$ cat src/rtl/bw_io_ddr_rptr_pipe.sv
// DDR pad-ring repeater pipe: NCH x WIDTH channels retimed through DEPTH stages with valid,
// hold/flush, channel gating, occupancy and bypass. Define BW_IO_DDR_RPTR_PARITY_EN for parity checking.
module bw_io_ddr_rptr_pipe #(
    parameter int NCH   = 4,
    parameter int WIDTH = 8,
    parameter int DEPTH = 3,
    parameter int OCCW  = 4
) (
    input  logic                  clk,
    input  logic                  rst,
    input  logic                  byp,
    input  logic                  hold,
    input  logic                  flush,
    input  logic [NCH-1:0]        chan_en,
    input  logic [NCH*WIDTH-1:0]  in_data,
    input  logic                  in_vld,
    output logic [NCH*WIDTH-1:0]  out_data,
    output logic                  out_vld,
    output logic [OCCW-1:0]       occ,
    output logic                  par_err
);
    localparam int DW = NCH * WIDTH;

    logic [DEPTH-1:0][DW-1:0] r_data;
    logic [DEPTH-1:0]         r_vld;
    logic [OCCW-1:0]          r_occ;
    logic [DW-1:0]            w_gated;

    // Occupancy moves by at most one per edge and is clamped to 0..DEPTH.
    function automatic logic [OCCW-1:0] occ_step(input logic [OCCW-1:0] cur,
                                                 input logic enter, input logic leave);
        logic [OCCW-1:0] nxt;
        nxt = cur;
        if (enter && !leave && (cur != OCCW'(DEPTH)))
            nxt = cur + OCCW'(1);
        else if (leave && !enter && (cur != '0))
            nxt = cur - OCCW'(1);
        return nxt;
    endfunction

    for (genvar c = 0; c < NCH; c++) begin : g_gate
        assign w_gated[c*WIDTH +: WIDTH] = chan_en[c] ? in_data[c*WIDTH +: WIDTH] : '0;
    end

    // Bypass keeps the pipe flushed so leaving bypass always starts from empty.
    always_ff @(posedge clk) begin
        if (rst || flush || byp) begin
            r_data <= '0;
            r_vld  <= '0;
            r_occ  <= '0;
        end else if (!hold) begin
            r_data[0] <= w_gated;
            r_vld[0]  <= in_vld;
            for (int k = 1; k < DEPTH; k++) begin
                r_data[k] <= r_data[k-1];
                r_vld[k]  <= r_vld[k-1];
            end
            r_occ <= occ_step(r_occ, in_vld, r_vld[DEPTH-1]);
        end
    end

    assign out_data = byp ? w_gated : r_data[DEPTH-1];
    assign out_vld  = byp ? in_vld  : r_vld[DEPTH-1];
    assign occ      = byp ? '0      : r_occ;

`ifdef BW_IO_DDR_RPTR_PARITY_EN
    logic [DEPTH-1:0][NCH-1:0] r_par;
    logic                      r_par_err;

    function automatic logic [NCH-1:0] par_of(input logic [DW-1:0] d);
        logic [NCH-1:0] p;
        for (int c = 0; c < NCH; c++)
            p[c] = ^d[c*WIDTH +: WIDTH];
        return p;
    endfunction

    always_ff @(posedge clk) begin
        if (rst || flush || byp) begin
            r_par <= '0;
        end else if (!hold) begin
            r_par[0] <= par_of(w_gated);
            for (int k = 1; k < DEPTH; k++)
                r_par[k] <= r_par[k-1];
        end
    end

    // Sticky: only reset clears it; bypass freezes it.
    always_ff @(posedge clk) begin
        if (rst)
            r_par_err <= 1'b0;
        else if (!byp && r_vld[DEPTH-1] && (par_of(r_data[DEPTH-1]) != r_par[DEPTH-1]))
            r_par_err <= 1'b1;
    end

    assign par_err = r_par_err;
`else
    assign par_err = 1'b0;
`endif

endmodule

$ cat config.mk
export PLATFORM = sky130hd
export DESIGN_NAME = bw_io_ddr_rptr_pipe
export DESIGN_NICKNAME = d
export VERILOG_FILES = /design/src/rtl/bw_io_ddr_rptr_pipe.sv
export SDC_FILE = /design/constraint.sdc
export NUM_CORES = 1
export LEC_CHECK = 0
export BUFFER_PORTS_ARGS = -buffer_cell sky130_fd_sc_hd__buf_2
export CAP_MARGIN = 20
export CELL_PAD_IN_SITES_DETAIL_PLACEMENT = 0
export CELL_PAD_IN_SITES_GLOBAL_PLACEMENT = 1
export CORE_MARGIN = 4
export CORE_UTILIZATION = 42
export CTS_BUF_LIST = sky130_fd_sc_hd__clkbuf_8
export CTS_CLUSTER_DIAMETER = 200
export DETAILED_ROUTE_END_ITERATION = 7
export GPL_TIMING_DRIVEN = 0
export MAX_ROUTING_LAYER = met4
export PLACE_DENSITY_LB_ADDON = 0.15
export SKIP_LAST_GASP = 1
export SYNTH_ARGS = -nofsm -noshare
export SYNTH_HDL_FRONTEND = slang
export SYNTH_SLANG_ARGS = --single-unit
$ cat constraint.sdc
create_clock -name clk -period 2.59 [get_ports clk]
set_input_delay 0.518 -clock clk [delete_from_list [all_inputs] [get_ports clk]]
set_output_delay 0.518 -clock clk [all_outputs]
set_load 0.01 [all_outputs]
Yosys cells after proc, flatten, opt, wreduce, memory -nomap -nowiden
Cells that the tools add are included.
W data, S select, Z words.
- register bits: 103
- input bits: 42
- output and inout bits: 38
- $add $sub $neg: 2
- equality and inequality tests: 1
- multiplexer cells: 9
- bitwise logic cells: 1
- reductions and logical operators: 11
- operators with widths (kind ; number):
    $mux W32 ; 1
    $mux W8 ; 4
    $mux W4 ; 3
    $add A4 B1 Y4 const B ; 1
    $logic_and A1 B1 Y1 ; 4
    $ne A4 B2 Y1 const B ; 1
    $reduce_bool A4 Y1 ; 1
    $sub A4 B1 Y4 const B ; 1
    $logic_not A1 Y1 ; 2
    $logic_or A1 B1 Y1 ; 2
    $reduce_and A2 Y1 ; 1
    $reduce_bool A2 Y1 ; 1
    $mux W1 ; 1
    $not A1 Y1 ; 1

Longest topological paths before layout
Gate-level depths: netlist (run 1).
- word-level depth: 5
- depth in mapped cells: 7
- mapped depth without buffers: 7

Worst setup path after synthesis (run 1)
Ideal clock, no wire load.
- path kind: input to register
- from: in in_vld
- to: reg r_occ[3]
- setup time: 0.121 ns
- data arrival time: 2.111 ns
- setup slack: 0.358 ns
- stages: 7
- cells stage by stage: nand2b_2 > or2_2 > ha_1 > a21oi_1 > a211o_1 > a211oi_2 > mux2_4
- longest elaborated chain between the ends: 5
- ends and longest elaborated chain (item ; line ; source):
    start, declared ; 16 ; input logic in_vld,
    $logic_not A1 Y1 ; 36 ; else if (leave && !enter && (cur != '0))
    $logic_and A1 B1 Y1 (2 in series) ; 36 ;
    $reduce_bool A2 Y1 (no line) ; -- ;
    $reduce_and A2 Y1 (no line) ; -- ;
    end signal, assigned ; 58 ; r_occ <= occ_step(r_occ, in_vld, r_vld[DEPTH-1]);
    end, declared ; 26 ; logic [OCCW-1:0] r_occ;
Several ways; a longest one is shown, not always the timed one.
A chain may end at the register's enable or synchronous reset.

Worst setup path in the final report (run 1)
- from: in byp
- to: out out_data[26]
- longest elaborated chain between the ends: 1
- ends and longest elaborated chain (item ; line ; source):
    start, declared ; 11 ; input logic byp,
    $mux W32 ; 62 ; assign out_data = byp ? w_gated : r_data[DEPTH-1];
    end, declared ; 17 ; output logic [NCH*WIDTH-1:0] out_data,
No other way between the ends.

==> flow_summary.json, run 1 <==
{
  "die_area_um2": 12200,
  "final_util_pct": 50.8,
  "ys_ff_latch": 103,
  "syn_inst": 542,
  "ys.flop_type": "dfxtp_1",
  "clockBufferDepth": 2,
  "worst_slack_ns": 0.152,
  "dpl.hpwl_um": 7760,
  "drc": 0,
  "synth_simple_gate_area_share_pct": 20.1,
  "fin_crit_ns": 2.44,
  "clock_sinks": 103,
  "grt_setup_unrepaired": "no",
  "final_cells": 766,
  "internal_power_uw": 2390,
  "preCtsSetupSlack_ns": -0.0185,
  "synthAdderAreaFrac_pct": 1.02,
  "core_um2": 10300,
  "yosys-top-cells-area": "dfxtp_1 (47%), mux2i_1 (15%), nor2_1 (11%), a21oi_1 (4.1%), o21ai_0 (3.8%)",
  "place_congestion": 0.760,
  "status": "finished clean",
  "rows": 37,
  "htree_levels": 3,
  "hold_viol_final": 0,
  "cts-root-buf": "clkbuf_8",
  "antenna_found_initial": 0,
  "ir_worst_vdd_mv": 0.328,
  "die_w_um": 111,
  "hold_class": "primary input to register",
  "p_switching_uw": 719,
  "setup-violations-final": 0,
  "syn_area_per_cell_um2": 8.17,
  "grt_pass1_vias": 3709,
  "clk_transition_reported_paths_ns": 0.09,
  "switching_share_pct": 23.1,
  "cts_buffers": 9,
  "tightest_slew_ns": 0.708,
  "ys_warn_count": 0,
  "period_share_pct": 94.1,
  "grt_overflow": 0,
  "synthMuxAreaShare_pct": 15.7,
  "route.antenna.remaining_nets": 0,
  "nets": 670,
  "p_per_area_nw_per_um2": 596,
  "startpoint_type": "primary input",
  "synth_edf_count": 0,
  "clock_skew_ns": 0.0142,
  "cts_tree": "yes",
  "synth_area_leader_cell": "dfxtp_1",
  "ys_types": 32,
  "p_clk_share_pct": 39.6,
  "synth_nets": 587,
  "cp.arrival_ns": 1.92,
  "synth_compound_area_share_pct": 9.19,
  "grt_pass1_wl_um": 18000,
  "io_pins": 80,
  "synthTopCellsByCount": "nor2_1 (134), dfxtp_1 (103), mux2i_1 (67)",
  "fmax_mhz": 410,
  "yosysMostFrequentCell": "nor2_1",
  "power_frac_seq_pct": 51.3,
  "portBuffers": 72,
  "fp.dieH_um": 111,
  "combPwrFrac_pct": 9.1,
  "diodes": 0,
  "slew_headroom_pct": 52.8,
  "placed_cells": 750,
  "fin_setup_tns_ns": 0,
  "yosysSeqAreaShare_pct": 46.6,
  "synth_top_family_by_area": "simple AND/OR/NAND/NOR gates",
  "layout-drive-gt1-share_pct": 18.1,
  "start_util_pct": 43.1,
  "grt_max_degree": 17,
  "critPathRequiredTime_ns": 2.07,
  "yosys.area_share.xor_xnor_pct": 0.198,
  "drt_iter0_markers": 154,
  "vias": 3725,
  "vias_per_cell": 4.86,
  "synthArstFlopShare_pct": 0,
  "yosysTopAreaCellShare_pct": 46.6,
  "crit_fanout": 10,
  "wirelength_um": 10700,
  "wl_per_cell_um": 14.0,
  "synth_area_um2": 4430,
  "power_leakage_uw": 0.00216,
  "syn2layout_area_growth_pct": 17.9,
  "dr.pass1.iters": 4,
  "hold_buffers": 0,
  "grt_use_total_pct": 18.1,
  "end_kind": "output pin",
  "cap_violations": 0,
  "critical_path_class": "primary input to output pin",
  "clkLatencyLatePin_ns": 0.36,
  "slew_viol_final": 0
}
per-layer routing:
metal | routed length, um | GRT usage [%] | up-vias
li1 | - | - | 1915
met2 | 5220 | 30.6 | 56
met1 | 5040 | 22.7 | 1745
met5 | 0 | - | -
met4 | 93 | 5.09 | 0
met3 | 356 | 2.67 | 9
metrics by stage:
stage	hold slack (ns)	area (um2)	total power, uW
finish	0.463	5220	3110
global route	0.486	5220	3230
CTS	0.455	5210	3140
detailed placement	0.475	4960	1920
global placement	0.466	4960	1920
floorplan	0.454	4430	1810
power groups by stage:
stage,clock (uW),combinational [uW],sequential (uW)
5_1_grt,1320,315,1600
6_report,1230,283,1590
4_1_cts,1250,287,1590
2_1_floorplan,0,177,1630
3_3_place_gp,0,284,1630
3_5_place_dp,0,286,1630
flip-flops by register name, indices dropped and copies added (netlist names):
register,cells
r_data,96
r_occ,4
r_vld,3
path summary, 6_finish.rpt:
kind                            startpoint  cells after the start  slack (ns)      endpoint
worst max register to register    r_occ[1]                      7        0.18      r_occ[3]
worst min-delay path                in_vld                      3        0.46      r_vld[0]
worst max-delay path                   byp                      6        0.15  out_data[26]
worst min register to register  r_data[24]                      2        0.50    r_data[24]
final cells by class:
cell class,count,area [um2]
plain buffers,44,190
clock buffers,11,151
clock inverters,5,104
fillers,1057,5060
inverters,33,124
multi-input cells,362,2060
flip-flops and latches,103,2060
well taps,136,170
repair buffers,72,360
what timing repair did:
item / CTS / global route
resized for setup: 1 / 1
setup endpoints to repair: 3 / 1
setup buffers: 0 / 0
kinds of logic (layout without fill, tap and decap cells):
| family | Yosys count | after routing |
|---|---|---|
| compound gates | 75 | 75 |
| simple gates | 213 | 213 |
| flops | 103 | 103 |
| fa+ha+maj | 3 | 3 |
| xor+xnor | 1 | 1 |
| mux | 69 | 69 |
| other cells | 1 | 1 |
| buf+inv | 77 | 165 |
placed cells by master (no fill, tap or decap), drive strengths merged, types with 2 or more instances in the layout:
master,netlist,routed
clkbuf,26,37
ha,2,2
or3b,2,2
a211oi,2,2
o21ai,34,34
dfxtp,103,103
buf,18,90
bufinv,0,3
a21oi,36,36
nor2,134,134
nand2,33,33
or3,3,3
nor2b,3,3
inv,33,33
mux2,2,2
mux2i,67,67
nand3,33,33
clkinv,0,2
worst max-delay path, stage by stage:
cell	delay, ns
clkbuf_1	0.26
clkbuf_1	0.43
clkbuf_2	0.33
nand3_1	0.09
o21ai_0	0.11
buf_2	0.17
No activity file was read; power rests on OpenSTA's default activity.
==> run 2, diff against run 1 <==
==> constraint.sdc (replaced) <==
create_clock -name clk -period 2.7 [get_ports clk]
set_input_delay 0.54 -clock clk [delete_from_list [all_inputs] [get_ports clk]]
set_output_delay 0.54 -clock clk [all_outputs]
set_load 0.01 [all_outputs]
==> run 2 against run 1 <==
  * Die area did not move
  * Non-clock buffer count did not move
  * Global-route usage did not move
  * Total power fell by 4.1%
  * Design area fell by 0.12%
  * Count of clock-buffer cells in the layout did not move
  * Final cell count did not move
  * First-iteration DRC count fell by 1.3%
  * Critical path type unchanged
  * Largest cell class unchanged
==> flow_summary.json, run 2 (synthesis gave the netlist of run 1 again) <==
{
  "final_cell_mix": "nor2_1 (134), dfxtp_1 (103), buf_2 (88), mux2i_1 (67), a21oi_1 (36)",
  "vias": 3735,
  "cp.arrival_ns": 1.94,
  "p_per_area_nw_per_um2": 572,
  "clock_skew_ns": 0.0143,
  "dpl.hpwl_um": 7760,
  "clock_sinks": 103,
  "clkLatencyLatePin_ns": 0.36,
  "end_kind": "output pin",
  "fmax_mhz": 403,
  "grt_pass1_vias": 3709,
  "ir_worst_vdd_mv": 0.313,
  "htree_levels": 3,
  "cts-root-buf": "clkbuf_8",
  "slew_headroom_pct": 52.6,
  "max_flop_register": "r_data",
  "reg_top3": "r_data: 96 flops, r_occ: 4 flops, r_vld: 3 flops",
  "cts_tree": "yes",
  "start_util_pct": 43.1,
  "grt_max_degree": 17,
  "setup-violations-final": 0,
  "dr.pass1.iters": 4,
  "grt_use_total_pct": 18.1,
  "worst_hold_slack_ns": 0.485,
  "period_share_pct": 91.8,
  "clockBufferDepth": 2,
  "clk_transition_reported_paths_ns": 0.09,
  "power_leakage_uw": 0.00216,
  "nFillCells": 1057,
  "rows": 37,
  "vias_per_cell": 4.88,
  "portBuffers": 72,
  "crit_path_start": "byp",
  "wl_per_cell_um": 14.0,
  "layout-drive-gt1-share_pct": 17.9,
  "antenna_found_initial": 0,
  "crit_fanout": 10,
  "largest_register_ffs": 96,
  "wirelength_um": 10700,
  "grt_pass1_wl_um": 18000,
  "syn2layout_area_growth_pct": 17.8,
  "fin_setup_tns_ns": 0,
  "grt_setup_unrepaired": "no",
  "fin_crit_ns": 2.48,
  "core_um2": 10300,
  "hold_buffers": 0,
  "cap_violations": 0,
  "startpoint_type": "primary input",
  "place_congestion": 0.760,
  "route.antenna.remaining_nets": 0,
  "die_w_um": 111,
  "die_area_um2": 12200,
  "critPathRequiredTime_ns": 2.16,
  "grt_overflow": 0,
  "r2r-start": "r_occ[1]",
  "drc": 0,
  "final_common_cell": "nor2_1",
  "cts_buffers": 9,
  "slew_viol_final": 0,
  "drt_iter0_markers": 152,
  "io_pins": 80,
  "fp.dieH_um": 111,
  "hold_class": "primary input to register",
  "critical_path_class": "primary input to output pin",
  "hold_viol_final": 0,
  "min_from": "in_vld",
  "diodes": 0,
  "tightest_slew_ns": 0.711,
  "status": "finished clean",
  "nets": 670
}
==> run 2: changes by cell type in the layout (fill, tap and decap cells not counted) <==
cell,previous run,this run
nor4bb_1,0,1
nor4bb_2,1,0
==> run 2: critical path: stages <==
cell and delay [ns]:
clkbuf_1 0.26, clkbuf_1 0.43, clkbuf_2 0.34, nand3_1 0.09, o21ai_0 0.11, buf_2 0.17
==> run 2: what timing repair did <==
| action | 4_1_cts | 5_1_grt |
|---|---|---|
| gates resized for setup | 0 | 2 |
| setup endpoints to repair | 0 | 7 |
| buffers inserted | 0 | 0 |
==> run 2: power by group <==
part           switching (uW)  total [uW]  internal [uW]
clock network             513        1180            667
logic                     172         272            100
registers                4.78        1530           1520
total                     690        2980           2290
==> run 2: stage by stage <==
step | util (%) | std cells | instance area, um2 | power (uW) | setup slack (ns)
final | 50.7 | 766 | 5210 | 2980 | 0.220
after global routing | 50.7 | 766 | 5210 | 3100 | 0.0358
after CTS | 50.7 | 766 | 5210 | 3010 | 0.0481
after detailed placement | 48.2 | 750 | 4960 | 1840 | 0.0475
after global placement | 48.2 | 750 | 4960 | 1840 | 0.0697
after floorplan | - | 542 | 4430 | 1730 | 0.446
==> run 2: area by class of cell <==
class	instances	area [um2]	share of cell area (%)
Sequential cell	103	2060	39.6
Multi-Input combinational cell	362	2050	39.3
Timing Repair Buffer	72	360	6.91
Buffer	44	190	3.65
Tap cell	136	170	3.26
Clock buffer	11	151	2.90
Inverter	33	124	2.38
Clock inverter	5	104	1.99
==> run 2: routing by layer <==
metal | vias up | routed length (um) | track usage [%] | share of wire (%)
met2 | 57 | 5210 | 30.6 | 49
met4 | 0 | 99 | 5.09 | 0.92
met1 | 1752 | 5090 | 22.7 | 48
li1 | 1916 | - | - | -
met5 | - | 0 | - | 0
met3 | 10 | 308 | 2.67 | 2.9
==> run 2: final timing paths <==
path / endpoint / slack, ns / cells past startpoint
worst min register to register: r_data[12] / 0.50 / 2
worst max-delay path: out_data[26] / 0.22 / 6
worst max register to register: r_occ[3] / 0.22 / 7
worst min-delay path: r_vld[0] / 0.48 / 3
==> run 3, diff against run 2 <==
--- a/config.mk
+++ b/config.mk
@@ -12,11 +12,10 @@
 export CORE_MARGIN = 4
 export CORE_UTILIZATION = 42
 export CTS_BUF_LIST = sky130_fd_sc_hd__clkbuf_8
-export CTS_CLUSTER_DIAMETER = 200
 export DETAILED_ROUTE_END_ITERATION = 7
 export GPL_TIMING_DRIVEN = 0
 export MAX_ROUTING_LAYER = met4
-export PLACE_DENSITY_LB_ADDON = 0.15
+export PLACE_DENSITY_LB_ADDON = 0.1
 export SKIP_LAST_GASP = 1
 export SYNTH_ARGS = -nofsm -noshare
 export SYNTH_HDL_FRONTEND = slang
==> run 3 against run 2 <==
  * Flip-flop and latch count is the same
  * Total power shrank 5.4%
  * Clock power shrank 14%
  * Wire length grew 0.18%
  * Utilization shrank 0.44 points
  * Non-clock buffer count is the same
  * Maximum frequency is essentially flat
  * Sequential power is essentially flat
  * Final cell count is the same
  * Clock skew grew 0.00099 ns
  * Via count grew 0.16%
  * Critical path depth is the same
  * Critical path type unchanged
  * Largest power group unchanged
==> flow_summary.json, run 3 (synthesis gave the netlist of run 1 again) <==
{
  "status": "finished clean",
  "slew_viol_final": 0,
  "crit_path_start": "byp",
  "worst-path-buf-inv": 4,
  "seqCellArea_um2": 2060,
  "clkLatencyLatePin_ns": 0.37,
  "endpoint": "out_data[28]",
  "startpoint_type": "primary input",
  "ir_worst_vdd_mv": 0.246,
  "cp.arrival_ns": 1.94,
  "vias_per_cell": 4.88,
  "final_common_cell": "nor2_1",
  "vias": 3741,
  "die_w_um": 111,
  "cts-root-buf": "clkbuf_8",
  "fin_crit_ns": 2.48,
  "htree_levels": 3,
  "clock_skew_ns": 0.0152,
  "grt_setup_unrepaired": "no",
  "grt_pass1_vias": 3721,
  "critical_path_class": "primary input to output pin",
  "wirelength_um": 10700,
  "clk_transition_reported_paths_ns": 0.10,
  "max_stage_delay_ns": 0.42,
  "slew_headroom_pct": 53.3,
  "critPathRequiredTime_ns": 2.16,
  "r2r-end": "r_occ[3]",
  "grt_use_total_pct": 18.1,
  "cts_resized": 0,
  "max_flop_register": "r_data",
  "layout-drive-gt1-share_pct": 17.9,
  "reg_top3": "r_data: 96 flops, r_occ: 4 flops, r_vld: 3 flops",
  "drc": 0,
  "clock_sinks": 103,
  "r2r-start": "r_occ[1]",
  "cap_violations": 0,
  "fin_setup_tns_ns": 0,
  "syn2layout_area_growth_pct": 16.8,
  "power_leakage_uw": 0.00213,
  "multi_input_area_um2": 2050,
  "power_uw": 2820,
  "wl_met1_um": 5300,
  "portBuffers": 72,
  "nFillCells": 1054,
  "diodes": 0,
  "rows": 37,
  "p_per_area_nw_per_um2": 546,
  "tightest_slew_ns": 0.701,
  "end_kind": "output pin",
  "route.met2.wl_um": 4960,
  "worst_hold_slack_ns": 0.482,
  "final_util_pct": 50.3,
  "top_layer_used": "met4",
  "cts_buffers": 9,
  "met3WireLength_um": 339,
  "grt_pass1_wl_um": 17900,
  "dpl.hpwl_um": 7650,
  "die_area_um2": 12200,
  "fmax_mhz": 403,
  "io_pins": 80,
  "antenna_found_initial": 0,
  "reg2reg_depth": 7,
  "crit_cells": 6,
  "hold_class": "primary input to register",
  "largest_register_ffs": 96,
  "drt_iter0_markers": 177,
  "crit_fanout": 10,
  "cp_top_family": "buffers and inverters",
  "critPathSlowestCell": "buf_1",
  "dr.pass1.iters": 4,
  "grt_overflow": 0,
  "start_util_pct": 43.1,
  "crit_chain": "clkbuf_1 > clkbuf_2 > buf_1 > nand3_1 > o21ai_0 > buf_2",
  "core_um2": 10300,
  "setup-violations-final": 0,
  "place_congestion": 0.767,
  "final_cell_mix": "nor2_1 (134), dfxtp_1 (103), buf_2 (88), mux2i_1 (67), a21oi_1 (36)",
  "fp.dieH_um": 111,
  "grt_max_degree": 20,
  "nets": 670,
  "cts_setup_buffers": 0,
  "hold_viol_final": 0,
  "reg2reg_slack_ns": 0.28,
  "clockBufferDepth": 2,
  "cts_tree": "yes",
  "period_share_pct": 91.9,
  "route.antenna.remaining_nets": 0,
  "hold_buffers": 0,
  "wl_per_cell_um": 14.0
}
## run 3: cell types whose count changed in the layout (fill, tap and decap cells not counted), moves of 2 or more
cell,change
clkbuf_8,-2
bufinv_16,-2
inv_8,+2
inv_6,+2
## run 3: metrics by stage
step           cells  setup slack, ns  cell area (um2)
2_1_floorplan    542            0.446             4430
3_3_place_gp     750           0.0772             4960
3_5_place_dp     750           0.0498             4960
4_1_cts          766           0.0706             5170
5_1_grt          766          0.00434             5170
6_report         766            0.218             5170
## run 3: worst min path at each step
stage | end | cells past startpoint | start | slack [ns]
after floorplan | r_data[3] | 2 | r_data[3] | 0.45
after global placement | r_data[3] | 2 | r_data[3] | 0.47
after detailed placement | r_data[22] | 2 | r_data[22] | 0.48
after CTS | r_vld[0] | 3 | in_vld | 0.47
after global routing | r_data[59] | 2 | r_data[27] | 0.52
final | r_vld[0] | 3 | in_vld | 0.48
## run 3: routing by layer
metal,up-vias,GRT usage [%]
li1,1926,-
met4,0,4.68
met2,58,29.2
met3,11,2.78
met5,-,-
met1,1746,23.8
## run 3: cell type report
class	count	area share (%)
Sequential cell	103	39.9
Multi-Input combinational cell	362	39.7
Timing Repair Buffer	72	6.97
Buffer	44	3.68
Tap cell	136	3.29
Clock buffer	9	2.40
Inverter	33	2.40
Clock inverter	7	1.67
## run 3: worst min-delay path, cell delays in order
cell	delay [ns]
buf_2	0.12
mux2i_1	0.08
nor2_1	0.08
## run 3: where the power goes
group          total, uW  internal (uW)  switching, uW
logic                272            100            172
registers           1530           1530           4.60
clock network       1020            450            569
